`src/rtl/regwr_arbiter_if.sv`:
```
// Register-file write port bundle: pipeline writeback, multi-cycle unit results,
// decode-stage hazard lookup and the arbitrated register-file write.
interface regwr_arbiter_if;
    logic        wb_wr;
    logic [4:0]  wb_rw;
    logic [31:0] wb_data;
    logic        mdu_valid;
    logic [4:0]  mdu_rw;
    logic [31:0] mdu_data;
    logic        mdu_ready;
    logic [4:0]  ra;
    logic [4:0]  rb;
    logic        hazard_a;
    logic        hazard_b;
    logic        RegWr;
    logic [4:0]  Rw;
    logic [31:0] busW;
    logic        stall;
    logic        err;
    logic [1:0]  dbg_count;
    logic [2:0]  dbg_starve;

    // MDU handshake: a result transfers on a cycle where mdu_valid && mdu_ready.
    // WB has no handshake; the upstream stage must hold wb_wr=0 while stall=1.
    modport master (
        output wb_wr, wb_rw, wb_data, mdu_valid, mdu_rw, mdu_data, ra, rb,
        input  mdu_ready, hazard_a, hazard_b, RegWr, Rw, busW, stall, err,
        input  dbg_count, dbg_starve
    );

    modport slave (
        input  wb_wr, wb_rw, wb_data, mdu_valid, mdu_rw, mdu_data, ra, rb,
        output mdu_ready, hazard_a, hazard_b, RegWr, Rw, busW, stall, err,
        output dbg_count, dbg_starve
    );
endinterface

```
`src/rtl/regwr_arbiter.sv`:
```
// Shares one register-file write port between the WB stage and a 2-entry MDU
// result buffer; WB wins unless the buffered result has starved STARVE_LIMIT cycles.
module regwr_arbiter #(
    parameter int unsigned STARVE_LIMIT = 3
) (
    input  logic           clk,
    input  logic           rst,
    regwr_arbiter_if.slave bus
);
    localparam logic [2:0] LIMIT = 3'(STARVE_LIMIT);

    logic [1:0]  count;
    logic        wr_ptr;
    logic        rd_ptr;
    logic [4:0]  fifo_rw   [2];
    logic [31:0] fifo_data [2];
    logic [2:0]  starve_cnt;
    logic        err_q;

    logic        stall_int;
    logic        grant_wb;
    logic        push;
    logic        pop;
    logic [1:0]  entry_valid;

    // Reset masks all grants so nothing buffered before reset can reach the register file.
    always_comb begin
        stall_int      = !rst && (starve_cnt == LIMIT);
        grant_wb       = !rst && bus.wb_wr && !stall_int;
        pop            = !rst && !grant_wb && (count != 2'd0);
        push           = !rst && bus.mdu_valid && (count != 2'd2) && (bus.mdu_rw != 5'd0);
        entry_valid[0] = !rst && ((count == 2'd2) || ((count == 2'd1) && !rd_ptr));
        entry_valid[1] = !rst && ((count == 2'd2) || ((count == 2'd1) && rd_ptr));
    end

    always_comb begin
        bus.RegWr      = 1'b0;
        bus.Rw         = 5'd0;
        bus.busW       = 32'd0;
        bus.stall      = stall_int;
        bus.err        = err_q;
        bus.mdu_ready  = rst || (count != 2'd2);
        bus.dbg_count  = count;
        bus.dbg_starve = starve_cnt;
        bus.hazard_a   = (bus.ra != 5'd0) &&
                         ((entry_valid[0] && (fifo_rw[0] == bus.ra)) ||
                          (entry_valid[1] && (fifo_rw[1] == bus.ra)));
        bus.hazard_b   = (bus.rb != 5'd0) &&
                         ((entry_valid[0] && (fifo_rw[0] == bus.rb)) ||
                          (entry_valid[1] && (fifo_rw[1] == bus.rb)));
        if (grant_wb) begin
            if (bus.wb_rw != 5'd0) begin
                bus.RegWr = 1'b1;
                bus.Rw    = bus.wb_rw;
                bus.busW  = bus.wb_data;
            end
        end else if (pop) begin
            bus.RegWr = 1'b1;
            bus.Rw    = fifo_rw[rd_ptr];
            bus.busW  = fifo_data[rd_ptr];
        end
    end

    always_ff @(posedge clk) begin
        if (rst) begin
            count      <= 2'd0;
            wr_ptr     <= 1'b0;
            rd_ptr     <= 1'b0;
            starve_cnt <= 3'd0;
            err_q      <= 1'b0;
        end else begin
            if (push) begin
                fifo_rw[wr_ptr]   <= bus.mdu_rw;
                fifo_data[wr_ptr] <= bus.mdu_data;
                wr_ptr            <= ~wr_ptr;
            end
            if (pop) begin
                rd_ptr <= ~rd_ptr;
            end
            case ({push, pop})
                2'b10:   count <= count + 2'd1;
                2'b01:   count <= count - 2'd1;
                default: count <= count;
            endcase
            // Starvation only accrues while something is buffered and WB took the port.
            if (pop || (count == 2'd0)) begin
                starve_cnt <= 3'd0;
            end else if (grant_wb && (starve_cnt != LIMIT)) begin
                starve_cnt <= starve_cnt + 3'd1;
            end
            if (stall_int && bus.wb_wr) begin
                err_q <= 1'b1;
            end
        end
    end
endmodule

```
`src/flat_wrapper.sv`:
```
// flat-port wrapper written by rule: the top's interface ports become plain ports
module regwr_arbiter_flat 
#(
    parameter int unsigned STARVE_LIMIT = 3
)
  (clk, rst, bus_wb_wr, bus_wb_rw, bus_wb_data, bus_mdu_valid, bus_mdu_rw, bus_mdu_data, bus_ra, bus_rb, bus_mdu_ready, bus_hazard_a, bus_hazard_b, bus_RegWr, bus_Rw, bus_busW, bus_stall, bus_err, bus_dbg_count, bus_dbg_starve);
  regwr_arbiter_if bus_i ();
  input  logic clk;
  input  logic rst;
  input wire logic [$bits(bus_i.wb_wr)-1:0] bus_wb_wr;
  input wire logic [$bits(bus_i.wb_rw)-1:0] bus_wb_rw;
  input wire logic [$bits(bus_i.wb_data)-1:0] bus_wb_data;
  input wire logic [$bits(bus_i.mdu_valid)-1:0] bus_mdu_valid;
  input wire logic [$bits(bus_i.mdu_rw)-1:0] bus_mdu_rw;
  input wire logic [$bits(bus_i.mdu_data)-1:0] bus_mdu_data;
  input wire logic [$bits(bus_i.ra)-1:0] bus_ra;
  input wire logic [$bits(bus_i.rb)-1:0] bus_rb;
  output wire logic [$bits(bus_i.mdu_ready)-1:0] bus_mdu_ready;
  output wire logic [$bits(bus_i.hazard_a)-1:0] bus_hazard_a;
  output wire logic [$bits(bus_i.hazard_b)-1:0] bus_hazard_b;
  output wire logic [$bits(bus_i.RegWr)-1:0] bus_RegWr;
  output wire logic [$bits(bus_i.Rw)-1:0] bus_Rw;
  output wire logic [$bits(bus_i.busW)-1:0] bus_busW;
  output wire logic [$bits(bus_i.stall)-1:0] bus_stall;
  output wire logic [$bits(bus_i.err)-1:0] bus_err;
  output wire logic [$bits(bus_i.dbg_count)-1:0] bus_dbg_count;
  output wire logic [$bits(bus_i.dbg_starve)-1:0] bus_dbg_starve;
  assign bus_i.wb_wr = bus_wb_wr;
  assign bus_i.wb_rw = bus_wb_rw;
  assign bus_i.wb_data = bus_wb_data;
  assign bus_i.mdu_valid = bus_mdu_valid;
  assign bus_i.mdu_rw = bus_mdu_rw;
  assign bus_i.mdu_data = bus_mdu_data;
  assign bus_i.ra = bus_ra;
  assign bus_i.rb = bus_rb;
  assign bus_mdu_ready = bus_i.mdu_ready;
  assign bus_hazard_a = bus_i.hazard_a;
  assign bus_hazard_b = bus_i.hazard_b;
  assign bus_RegWr = bus_i.RegWr;
  assign bus_Rw = bus_i.Rw;
  assign bus_busW = bus_i.busW;
  assign bus_stall = bus_i.stall;
  assign bus_err = bus_i.err;
  assign bus_dbg_count = bus_i.dbg_count;
  assign bus_dbg_starve = bus_i.dbg_starve;
  regwr_arbiter #(.STARVE_LIMIT(STARVE_LIMIT)) u_core (.clk(clk), .rst(rst), .bus(bus_i));
endmodule
```
`config.mk`:
```
export PLATFORM = sky130hd
export DESIGN_NAME = regwr_arbiter_flat
export DESIGN_NICKNAME = d
export VERILOG_FILES = /design/src/rtl/regwr_arbiter_if.sv /design/src/rtl/regwr_arbiter.sv /design/src/flat_wrapper.sv
export SDC_FILE = /design/constraint.sdc
export NUM_CORES = 1
export LEC_CHECK = 0
export CAP_MARGIN = 20
export CORE_MARGIN = 2
export CORE_UTILIZATION = 45
export DETAILED_ROUTE_END_ITERATION = 8
export HOLD_SLACK_MARGIN = 0.02
export PLACE_DENSITY_LB_ADDON = 0.05
export SYNTH_ARGS = -nofsm -noshare
export SYNTH_HDL_FRONTEND = slang
export SYNTH_SLANG_ARGS = --single-unit
```
`constraint.sdc`:
```
create_clock -name clk -period 3.5 [get_ports clk]
set_input_delay 0.875 -clock clk [delete_from_list [all_inputs] [get_ports clk]]
set_output_delay 0.875 -clock clk [all_outputs]
set_load 0.01 [all_outputs]
```
==> impl_metrics.json <==
{
  "grt_antenna_before_repair": 0,
  "grt_start_max_net_pins": 38,
  "hold_viol": 0,
  "worstReg2RegStart": "u_core.bus.dbg_count[0]",
  "globalRouteTotalUtil": 0.182,
  "chipHeight_um": 94.9,
  "synth_top_cell_area_share": 0.597,
  "ctsHoldBuffers": 0,
  "cts_tree": "done",
  "syn-num-nets": 349,
  "worstSetupStartpoint": "bus_ra[3]",
  "crit_end": "bus_hazard_a",
  "slew_headroom": 0.561,
  "critical_path_depth": 6,
  "synth_area_leaders": "sky130_fd_sc_hd__edfxtp_1 60%, sky130_fd_sc_hd__mux2i_1 10%, sky130_fd_sc_hd__o2bb2ai_1 7.5%, sky130_fd_sc_hd__dfxtp_1 4.8%, sky130_fd_sc_hd__xor2_1 3.5%",
  "netlist_instances": 255,
  "yosysUniqueCellTypes": 26,
  "design.final.nets": 498,
  "chipWidth_um": 94.9,
  "yosys_warnings": 0,
  "multi_input_gate_area_um2": 1270,
  "worstPathCellList": "clkdlybuf4s50_1 > xor2_1 > nor3_2 > nand4_1 > a21oi_1 > clkdlybuf4s50_1",
  "placed_area_um2": 5300,
  "drt-initial-drc-count": 62,
  "post-synth-top-area-cell": "sky130_fd_sc_hd__edfxtp_1",
  "place.gp.congestion": 0.796,
  "path_max_fanout": 3,
  "actual_transition_at_the_worst_max_transition_pin_ns": 0.657,
  "io-pin-count": 136,
  "layout.cell_area.non_filler_um2": 5410,
  "drc": 0,
  "max-vdd-ir-drop_mv": 0.220,
  "clkSinkCount": 83,
  "grt_pass1_wl_um": 12200,
  "number_of_synthesized_register_bits": 83,
  "via_count_of_the_first_global_routing_pass": 2483,
  "clock_root_buffer": "sky130_fd_sc_hd__clkbuf_8",
  "diodes": 0,
  "postRouteAntennaNets": 0,
  "kind_of_cell_adding_the_most_delay_to_the_critical_path": "buffers and inverters",
  "die_area_um2": 9010,
  "setup_viol_count_final": 0,
  "area.growth.synth_to_final_pct": 45.3,
  "cts_made_buffers": 9,
  "clk_latency_ns": 0.34,
  "r2r_cells": 6,
  "avgSynthCellArea_um2": 14.6,
  "r2r_setup_slack_ns": 1.33,
  "cap_violations": 0,
  "worstPathBufferInverterCount": 2,
  "drv_slew": 0,
  "viasPerCell": 5.11,
  "fp.coreArea_um2": 8130,
  "grt_overflow_total": 0,
  "drive_gt1_frac": 0.186,
  "final.setup.tns_ns": 0,
  "rows": 33,
  "fin_crit_ns": 3.44,
  "share_of_the_yosys_chip_area_belonging_to_registers": 0.646,
  "finalCritPeriodShare": 0.983,
  "setup.worst_path.class": "input port to primary output",
  "drt_pass1_iterations": 4,
  "worst-endpoint-required_ns": 2.62,
  "start_kind": "input port",
  "initial_standard_cell_utilization_of_the_core": 0.457,
  "routed_wirelength_um": 8120,
  "layout.filler_cells": 632,
  "most_frequent_cell_on_critical_path": "sky130_fd_sc_hd__clkdlybuf4s50_1",
  "p_leak_uw": 0.00193,
  "worst_clock_skew_ns": 0.00786,
  "min_from": "u_core.bus.dbg_starve[0]",
  "timing.hold.worst.class": "register to register",
  "status": "finished, final reports clean",
  "maxClockFrequency_ghz": 0.291,
  "buffer_ports.inserted": 135,
  "cts_htree_levels": 3,
  "worst-endpoint-arrival_ns": 2.57,
  "power-per-cell-area_nw_per_um2": 425,
  "wl_per_cell_um": 15.8,
  "clkTransAtPathRegs_ns": 0.09,
  "max-clock-path-buffers": 2,
  "element_type_at_the_critical_path_end": "primary output",
  "crit_path_max_delay_cell_type": "sky130_fd_sc_hd__clkdlybuf4s50_1",
  "cpPeakStageDelay_ns": 0.55,
  "synth_area_um2": 3720,
  "detailed_place_hpwl_um": 5860,
  "rsz_0062_raised_after_global_routing": "false",
  "vias": 2628,
  "regToRegEndpoint": "u_core.fifo_data[1][24]",
  "final-seq-area_um2": 2400
}
[logic make-up after synthesis]
group,Yosys count,synth area share
XOR/XNOR,24,0.0565
multiplexers,37,0.0995
buffers and inverters,18,0.0256
flip-flops,83,0.646
adder cells (fa/ha/maj),6,0.0202
AO/OA/AOI/OAI,45,0.0965
AND/OR/NAND/NOR,42,0.0562
[through the flow]
step	hold WS (ns)	power, µW	instances	setup WS (ns)	util
after floorplan	0.457	1400	255	0.360	-
after global placement	0.431	1660	495	-0.266	0.649
after detailed placement	0.445	1670	496	-0.268	0.652
after CTS	0.457	2330	512	0.000769	0.678
after global routing	0.479	2400	514	0.00535	0.665
final	0.450	2300	514	0.0580	0.665
[cell usage in the layout (no fill, tap or decap), drive strengths merged, types with 2 or more instances in the layout]
master,n
o2bb2ai,32
clkdlybuf4s50,97
nor2,16
mux2i,37
nor2b,2
nand2b,3
inv,7
clkinvlp,3
o21ai,5
dlymetal6s2s,4
nand4,4
xnor2,9
ha,6
or4,4
xor2,15
buf,15
clkbuf,43
dfxtp,9
nand2,7
edfxtp,74
nor3,4
a21oi,5
[power by group]
part | internal, µW | total, µW | switching [µW]
combinational | 248 | 459 | 211
sequential | 1140 | 1170 | 29.5
clock | 330 | 670 | 340
[worst reg2reg max path: cells and delay by family (launching register included)]
family / cells / cell delay [ns]
buf+inv: 2 / 0.34
flops: 1 / 0.41
fa+ha+maj: 1 / 0.25
compound gates: 1 / 0.20
simple gates: 2 / 0.68
[per-layer routing]
layer / global-route usage / vias up / share of wire
li1: - / 1282 / -
met1: 0.234 / 1241 / 0.42
met2: 0.304 / 98 / 0.51
met3: 0.0359 / 7 / 0.063
met4: 0.0688 / 0 / 0.012
met5: 0 / - / 0
[sequential cells by signal, summed over array words and instances, names as in the netlist, named ones only]
signal,count
u_core.bus.dbg_starve,3
u_core.fifo_rw,10
u_core.bus.dbg_count,2
u_core.fifo_data,64
u_core.bus.err,1
u_core.wr_ptr,1
u_core.rd_ptr,1
[cells in the mapped netlist]
| cell type | count |
|---|---|
| sky130_fd_sc_hd__nand4_1 | 4 |
| sky130_fd_sc_hd__and3_1 | 1 |
| sky130_fd_sc_hd__edfxtp_1 | 74 |
| sky130_fd_sc_hd__nand2_1 | 7 |
| sky130_fd_sc_hd__a21oi_1 | 5 |
| sky130_fd_sc_hd__a211oi_1 | 1 |
| sky130_fd_sc_hd__buf_6 | 3 |
| sky130_fd_sc_hd__nand2b_1 | 3 |
| sky130_fd_sc_hd__dfxtp_1 | 9 |
| sky130_fd_sc_hd__or2_2 | 1 |
| sky130_fd_sc_hd__o21a_2 | 1 |
| sky130_fd_sc_hd__o2bb2ai_1 | 32 |
| sky130_fd_sc_hd__clkbuf_1 | 5 |
| sky130_fd_sc_hd__nor2b_1 | 2 |
| sky130_fd_sc_hd__nor2_1 | 16 |
| sky130_fd_sc_hd__inv_1 | 6 |
| sky130_fd_sc_hd__mux2i_1 | 37 |
| sky130_fd_sc_hd__xor2_1 | 15 |
| sky130_fd_sc_hd__or4_4 | 1 |
| sky130_fd_sc_hd__o211ai_2 | 1 |
| sky130_fd_sc_hd__buf_2 | 4 |
| sky130_fd_sc_hd__ha_1 | 6 |
| sky130_fd_sc_hd__o21ai_0 | 5 |
| sky130_fd_sc_hd__xnor2_1 | 9 |
| sky130_fd_sc_hd__nor3_1 | 4 |
| sky130_fd_sc_hd__or4_1 | 3 |
[area by class of cell]
cell class                 count  area share
multi-input combinational    154       0.234
clock inverter                 6      0.0120
timing repair buffer         150       0.257
sequential                    83       0.445
inverter                       6     0.00417
tap                          105      0.0243
clock buffer                  10      0.0236
[how the worst min path moves through the flow]
stage / end / cells past startpoint
after CTS: u_core.bus.dbg_starve[0] / 1
final: u_core.bus.dbg_starve[0] / 1
after global routing: u_core.bus.dbg_starve[0] / 1
after floorplan: u_core.bus.dbg_starve[0] / 1
after detailed placement: u_core.bus.dbg_starve[0] / 1
after global placement: u_core.bus.dbg_starve[0] / 1
[timing repair]
action	CTS	global route
pin swaps	0	1
setup endpoints to repair	38	39
gates cloned	0	0
setup buffers	0	1
gates resized for setup	73	40
Power figures use the tool's default switching activity.
